`src/rtl/execute_add.sv`:
```
// execute_add: execute stage of the pipelined add datapath.
// Takes the decoded rs/rt operand values plus destination index, forms the
// 32-bit wrapped sum with signed-overflow and zero flags, and hands the result
// to writeback through a main output register backed by one skid register.
// in_ready is registered and depends only on skid occupancy, so there is no
// combinational path from out_ready back to decode.
// Optional build macro EXEC_OVF_TRAP_EN: overflowing results (dest != 0) are
// consumed but dropped, and a sticky ovf_trap flag is raised.
module execute_add #(
  parameter int DATA_W = 32,
  parameter int ADDR_W = 5
) (
  input  logic              clk,
  input  logic              rst_n,
  input  logic              in_valid,
  output logic              in_ready,
  input  logic [ADDR_W-1:0] in_write_dest,
  input  logic [DATA_W-1:0] in_read_reg_1,
  input  logic [DATA_W-1:0] in_read_reg_2,
  output logic              out_valid,
  input  logic              out_ready,
  output logic [ADDR_W-1:0] out_write_dest,
  output logic [DATA_W-1:0] out_result,
  output logic              out_overflow,
  output logic              out_zero,
  output logic [31:0]       exec_count,
  output logic              ovf_trap
);

  // One buffered result as seen by writeback.
  typedef struct packed {
    logic [ADDR_W-1:0] dest;
    logic [DATA_W-1:0] result;
    logic              ovf;
    logic              zero;
  } entry_t;

  // Occupancy of the main/skid pair.
  typedef enum logic [1:0] {
    ST_EMPTY = 2'd0,
    ST_ONE   = 2'd1,
    ST_FULL  = 2'd2
  } state_t;

  // Add with signed-overflow detection; writes to register 0 are squashed to
  // a zero result with no overflow, but still travel down the pipe.
  function automatic entry_t compute_entry(
    input logic [DATA_W-1:0] a,
    input logic [DATA_W-1:0] b,
    input logic [ADDR_W-1:0] dest
  );
    entry_t             e;
    logic [DATA_W-1:0]  sum;
    logic               ovf;
    sum = a + b;
    ovf = (a[DATA_W-1] == b[DATA_W-1]) && (sum[DATA_W-1] != a[DATA_W-1]);
    e.dest = dest;
    if (dest == {ADDR_W{1'b0}}) begin
      e.result = {DATA_W{1'b0}};
      e.ovf    = 1'b0;
    end else begin
      e.result = sum;
      e.ovf    = ovf;
    end
    e.zero = (e.result == {DATA_W{1'b0}});
    return e;
  endfunction

  // Reset image of a buffer entry: zero result, so the zero flag is set.
  localparam entry_t RESET_ENTRY = '{
    dest:   {ADDR_W{1'b0}},
    result: {DATA_W{1'b0}},
    ovf:    1'b0,
    zero:   1'b1
  };

  state_t        state_r;
  entry_t        main_r;
  entry_t        skid_r;
  logic          out_valid_r;
  logic          in_ready_r;
  logic [31:0]   count_r;

  entry_t        new_entry_s;
  logic          accept_s;
  logic          drop_s;
  logic          push_s;
  logic          pop_s;

  assign new_entry_s = compute_entry(in_read_reg_1, in_read_reg_2, in_write_dest);
  assign accept_s    = in_valid & in_ready_r;
  assign push_s      = accept_s & ~drop_s;
  assign pop_s       = out_valid_r & out_ready;

`ifdef EXEC_OVF_TRAP_EN
  logic trap_r;

  // ovf is already cleared for dest==0, so only real overflowing writes drop.
  assign drop_s   = new_entry_s.ovf;
  assign ovf_trap = trap_r;

  // Sticky trap flag: set by any accepted overflowing instruction, cleared only by reset.
  always_ff @(posedge clk or negedge rst_n) begin
    if (!rst_n) begin
      trap_r <= 1'b0;
    end else if (accept_s && drop_s) begin
      trap_r <= 1'b1;
    end else begin
      trap_r <= trap_r;
    end
  end
`else
  assign drop_s   = 1'b0;
  assign ovf_trap = 1'b0;
`endif

  // Main/skid occupancy FSM with registered out_valid and in_ready.
  always_ff @(posedge clk or negedge rst_n) begin
    if (!rst_n) begin
      state_r     <= ST_EMPTY;
      main_r      <= RESET_ENTRY;
      skid_r      <= RESET_ENTRY;
      out_valid_r <= 1'b0;
      in_ready_r  <= 1'b0;
    end else begin
      case (state_r)
        ST_EMPTY: begin
          in_ready_r <= 1'b1;
          if (push_s) begin
            main_r      <= new_entry_s;
            out_valid_r <= 1'b1;
            state_r     <= ST_ONE;
          end else begin
            out_valid_r <= 1'b0;
          end
        end
        ST_ONE: begin
          if (push_s && pop_s) begin
            main_r     <= new_entry_s;
            in_ready_r <= 1'b1;
          end else if (push_s) begin
            skid_r     <= new_entry_s;
            state_r    <= ST_FULL;
            in_ready_r <= 1'b0;
          end else if (pop_s) begin
            out_valid_r <= 1'b0;
            state_r     <= ST_EMPTY;
            in_ready_r  <= 1'b1;
          end else begin
            in_ready_r <= 1'b1;
          end
        end
        ST_FULL: begin
          if (pop_s) begin
            main_r     <= skid_r;
            state_r    <= ST_ONE;
            in_ready_r <= 1'b1;
          end else begin
            in_ready_r <= 1'b0;
          end
        end
        default: begin
          state_r     <= ST_EMPTY;
          out_valid_r <= 1'b0;
          in_ready_r  <= 1'b1;
        end
      endcase
    end
  end

  // Accepted-instruction counter, wraps naturally at 2^32.
  always_ff @(posedge clk or negedge rst_n) begin
    if (!rst_n) begin
      count_r <= 32'd0;
    end else if (accept_s) begin
      count_r <= count_r + 32'd1;
    end else begin
      count_r <= count_r;
    end
  end

  assign in_ready       = in_ready_r;
  assign out_valid      = out_valid_r;
  assign out_write_dest = main_r.dest;
  assign out_result     = main_r.result;
  assign out_overflow   = main_r.ovf;
  assign out_zero       = main_r.zero;
  assign exec_count     = count_r;

endmodule
```
`config.mk`:
```
export PLATFORM = sky130hd
export DESIGN_NAME = execute_add
export DESIGN_NICKNAME = d
export VERILOG_FILES = /design/src/rtl/execute_add.sv
export SDC_FILE = /design/constraint.sdc
export NUM_CORES = 1
export LEC_CHECK = 0
export BUFFER_PORTS_ARGS = -buffer_cell sky130_fd_sc_hd__buf_4
export CAP_MARGIN = 10
export CORE_ASPECT_RATIO = 1.1
export CORE_MARGIN = 3
export CORE_UTILIZATION = 60
export DETAILED_ROUTE_END_ITERATION = 10
export PLACE_DENSITY = 0.95
export SKIP_CTS_REPAIR_TIMING = 1
export SLEW_MARGIN = 25
export SYNTH_ARGS = -nofsm -noshare
export SYNTH_HDL_FRONTEND = slang
export SYNTH_SLANG_ARGS = --single-unit
```
`constraint.sdc`:
```
create_clock -name clk -period 7.06 [get_ports clk]
set_input_delay 1.412 -clock clk [delete_from_list [all_inputs] [get_ports clk]]
set_output_delay 1.412 -clock clk [all_outputs]
set_load 0.02 [all_outputs]
```
==> summary.txt <==
Timing
  • Fmax: approximately 0.23 GHz
  • Final slew viol count: 0
  • Clk_skew: ~0.009 ns
  • Unrepaired setup endpoints after global routing: false
  • Count of final hold-check violations: 0
  • Worst slew pin tran: 0.9145 ns
  • Final period util: 0.6228
  • Fin crit period: 4.397 ns
  • Fin Setup TNS: 0 ns
  • Slew headroom: 0.3904
  • Final Setup Violations: 0

Worst setup path
  • Worst EP required: 7.40 ns
  • WS Path Type: in -> reg
  • Arr. time, crit path: 4.74 ns
  • Worst reg2reg endpoint: exec_count[31]$_DFFE_PN0P_
  • Crit-path max FO: 5
  • Worst reg2reg path depth: 8
  • Worst reg2reg startpoint: in_ready$_DFF_PN0_
  • Startpoint types: input pin
  • CP Capture Type: register
  • R2R Setup Slk: approximately 4.2 ns

Yosys
  • Netlist area before placement: a little under 7000 um2
  • Seq cells post-synth: 114
  • Library cells used by synthesis: 59
  • Syn Area/Cell: roughly 8.7 um2
  • Main flop type after synthesis: dfrtp_1
  • Syn Nets: 894
  • Yosys top cell area share: 0.4091
  • Post-synth top area cell: dfrtp_1
  • EDFF count, synth: 0
  • Asr flop ratio synth: 1.000
  • Post-synthesis cell count: about 780
  • Syn. warnings: 0
  • Synth area leaders: dfrtp_1, nand2_1, ha_1, o21ai_0, xnor2_1
  • Register area share after synthesis: 0.4168

Die
  • CORE AREA: ~11,000 um2
  • Die height: around 120 um
  • Die W: approximately 110 um
  • Number of I/O pins: 147
  • Num rows: 40
  • Initial Utilization: 0.6193
  • Die area: approximately 13,000 um2

Placed design
  • Placement Cell Area: around 8000 um2
  • Gpl congestion: ~1
  • Final HPWL DP: 12.52 mm
  • Number of I/O port buffers: 145

Worst hold path
  • Worst Hold Class: reg -> reg
  • Hold depth: 2
  • Hold Path End: out_result[19]$_DFFE_PN0P_
  • Min-delay src: out_result[19]$_DFFE_PN0P_

Global route
  • Vias in the first global route: 6,343
  • Total global-route track usage: 0.2925
  • First-pass GRT wire length: 30.35 mm
  • Total grt overflow: 0
  • Initial antenna violation count: 0
  • Largest net degree at the start of global routing: 77

Final layout
  • Commonest non-fill, non-tap cell in the layout: buf_4
  • Fraction of layout cells with a size suffix above 1: 0.2289
  • Area delta synth->final: 26.28%
  • Fin util: 0.7821
  • Diode count: 0
  • Nets@finish: 1,019
  • Fillers: between 700 and 800
  • Commonest non-fill, non-tap cells in the layout: buf_4, nand2_1, dfrtp_1
  • Cell area after layout: between 8000 and 9000 um2

Detailed routing
  • TritonRoute pass-1 iters: 6
  • DRT Wirelength: around 18 mm
  • Drt initial violations: 639
  • Routed Antenna Nets: 0
  • Remaining DRCs: 0
  • Avg WL per Cell: 16.75 um
  • Vias: 6,388
  • Via density: 5.976

Pwr
  • P_int: 2013 uW
  • P_sw: 1135 uW
  • Combinational share of power: 0.370
  • VDD IR max: 211.7 uV
  • Switching Share: 0.3606
  • Pwr dens: 364.0 nW/um2
  • Clock Power Share: 0.300
  • Leak: 0.004079 uW
  • Sequential Power Share: 0.330

CTS
  • CTS root buf: clkbuf_16
  • CTS HTree Levels: 4
  • Worst-Skew Late Latency: 0.41 ns
  • Max Root-Sink Buffers: 2
  • Worst-path clk slew: approximately 0.050 ns
  • CTS buffer count: 17
  • CTS tree: yes
  • Sink Count: 114

Flow run
  • Max-Cap Viols: 0

Outcome
  • Status: completed
==> layer usage <==
layer	wire [um]	up-vias	global-route usage
li1	-	3019	-
met1	7295	3002	0.3755
met2	8983	324	0.4984
met3	1265	43	0.05979
met4	367	0	0.08208
met5	0	-	0
==> cell usage after synthesis, drive strengths merged, types with 5 or more instances <==
library cell and instances:
nor2 58, nand3 17, mux2i 15, o31ai 8, a21o 5, a31oi 5, o21bai 5, a21oi 60
and2 9, xor2 17, mux2 15, buf 7, o21ai 87, nand2 146, nand4 27, xnor2 38
clkbuf 37, dfrtp 112, inv 9, nor3 9, ha 36
==> worst max-delay path, stage by stage <==
cell and delay (ns):
buf_4 0.11, ha_1 0.24, fa_1 0.41, a211o_1 0.33, a221o_1 0.39, a21boi_2 0.22
o31ai_2 0.12, a221oi_4 0.34, o21ai_0 0.17, a21bo_2 0.23, a2111oi_2 0.39, nand4_1 0.20
a21oi_1 0.16
==> state kept, by name, summed over array words and instances, names as in the netlist <==
| signal | flops |
|---|---|
| exec_count | 32 |
| in_ready | 1 |
| out_overflow | 1 |
| out_result | 32 |
| out_valid | 1 |
| out_write_dest | 5 |
| out_zero | 1 |
| skid_r | 39 |
| state_r | 2 |
==> cell families (layout without fill, tap and decap cells) <==
kind of cell	after synthesis	count (layout)	share of synthesized area
simple gates	289	289	0.1872
compound gates	205	205	0.1801
flops	114	114	0.4168
xor+xnor	55	55	0.07032
buf+inv	53	191	0.02977
fa+ha+maj	37	37	0.06868
mux	30	30	0.04657
other cells	1	1	0.0005474
==> worst max path at each step <==
stage                     startpoint               endpoint  slack (ns)  depth (start not counted)
floorplan           in_read_reg_1[0]  skid_r[0]$_DFFE_PN1P_        2.79                         11
global placement    in_read_reg_1[0]  skid_r[0]$_DFFE_PN1P_        2.49                         13
detailed placement  in_read_reg_1[0]  skid_r[0]$_DFFE_PN1P_        2.39                         13
CTS                 in_read_reg_1[0]   out_zero$_DFFE_PN1P_        2.70                         13
global route        in_read_reg_1[0]   out_zero$_DFFE_PN1P_        2.50                         13
finish              in_read_reg_1[0]   out_zero$_DFFE_PN1P_        2.66                         13
==> per-stage QoR <==
step | power, uW | setup slack [ns] | std cells | hold slack, ns
floorplan | 1765 | 2.785 | 784 | 0.4483
global placement | 2135 | 2.490 | 1037 | 0.4591
detailed placement | 2183 | 2.386 | 1037 | 0.4672
CTS | 3147 | 2.701 | 1069 | 0.4837
global route | 3335 | 2.504 | 1069 | 0.5060
finish | 3149 | 2.663 | 1069 | 0.4782
==> power groups by stage <==
stage / sequential, uW / combinational, uW / clock, uW
after floorplan: 1160 / 601 / 0
after global placement: 1030 / 1110 / 0
after detailed placement: 1040 / 1140 / 0
after CTS: 1040 / 1160 / 948
after global routing: 1070 / 1290 / 978
final: 1040 / 1160 / 944
==> layout make-up <==
class,count,area [um2],area share
multi-input cells,617,3797,0.4390
flip-flops and latches,114,2855,0.3301
repair buffers,150,1126,0.1302
clock buffers,23,478.0,0.05525
well taps,147,183.9,0.02126
clock inverters,9,176.4,0.02039
inverters,9,33.78,0.003905
No activity file was read; power rests on OpenSTA's default activity.
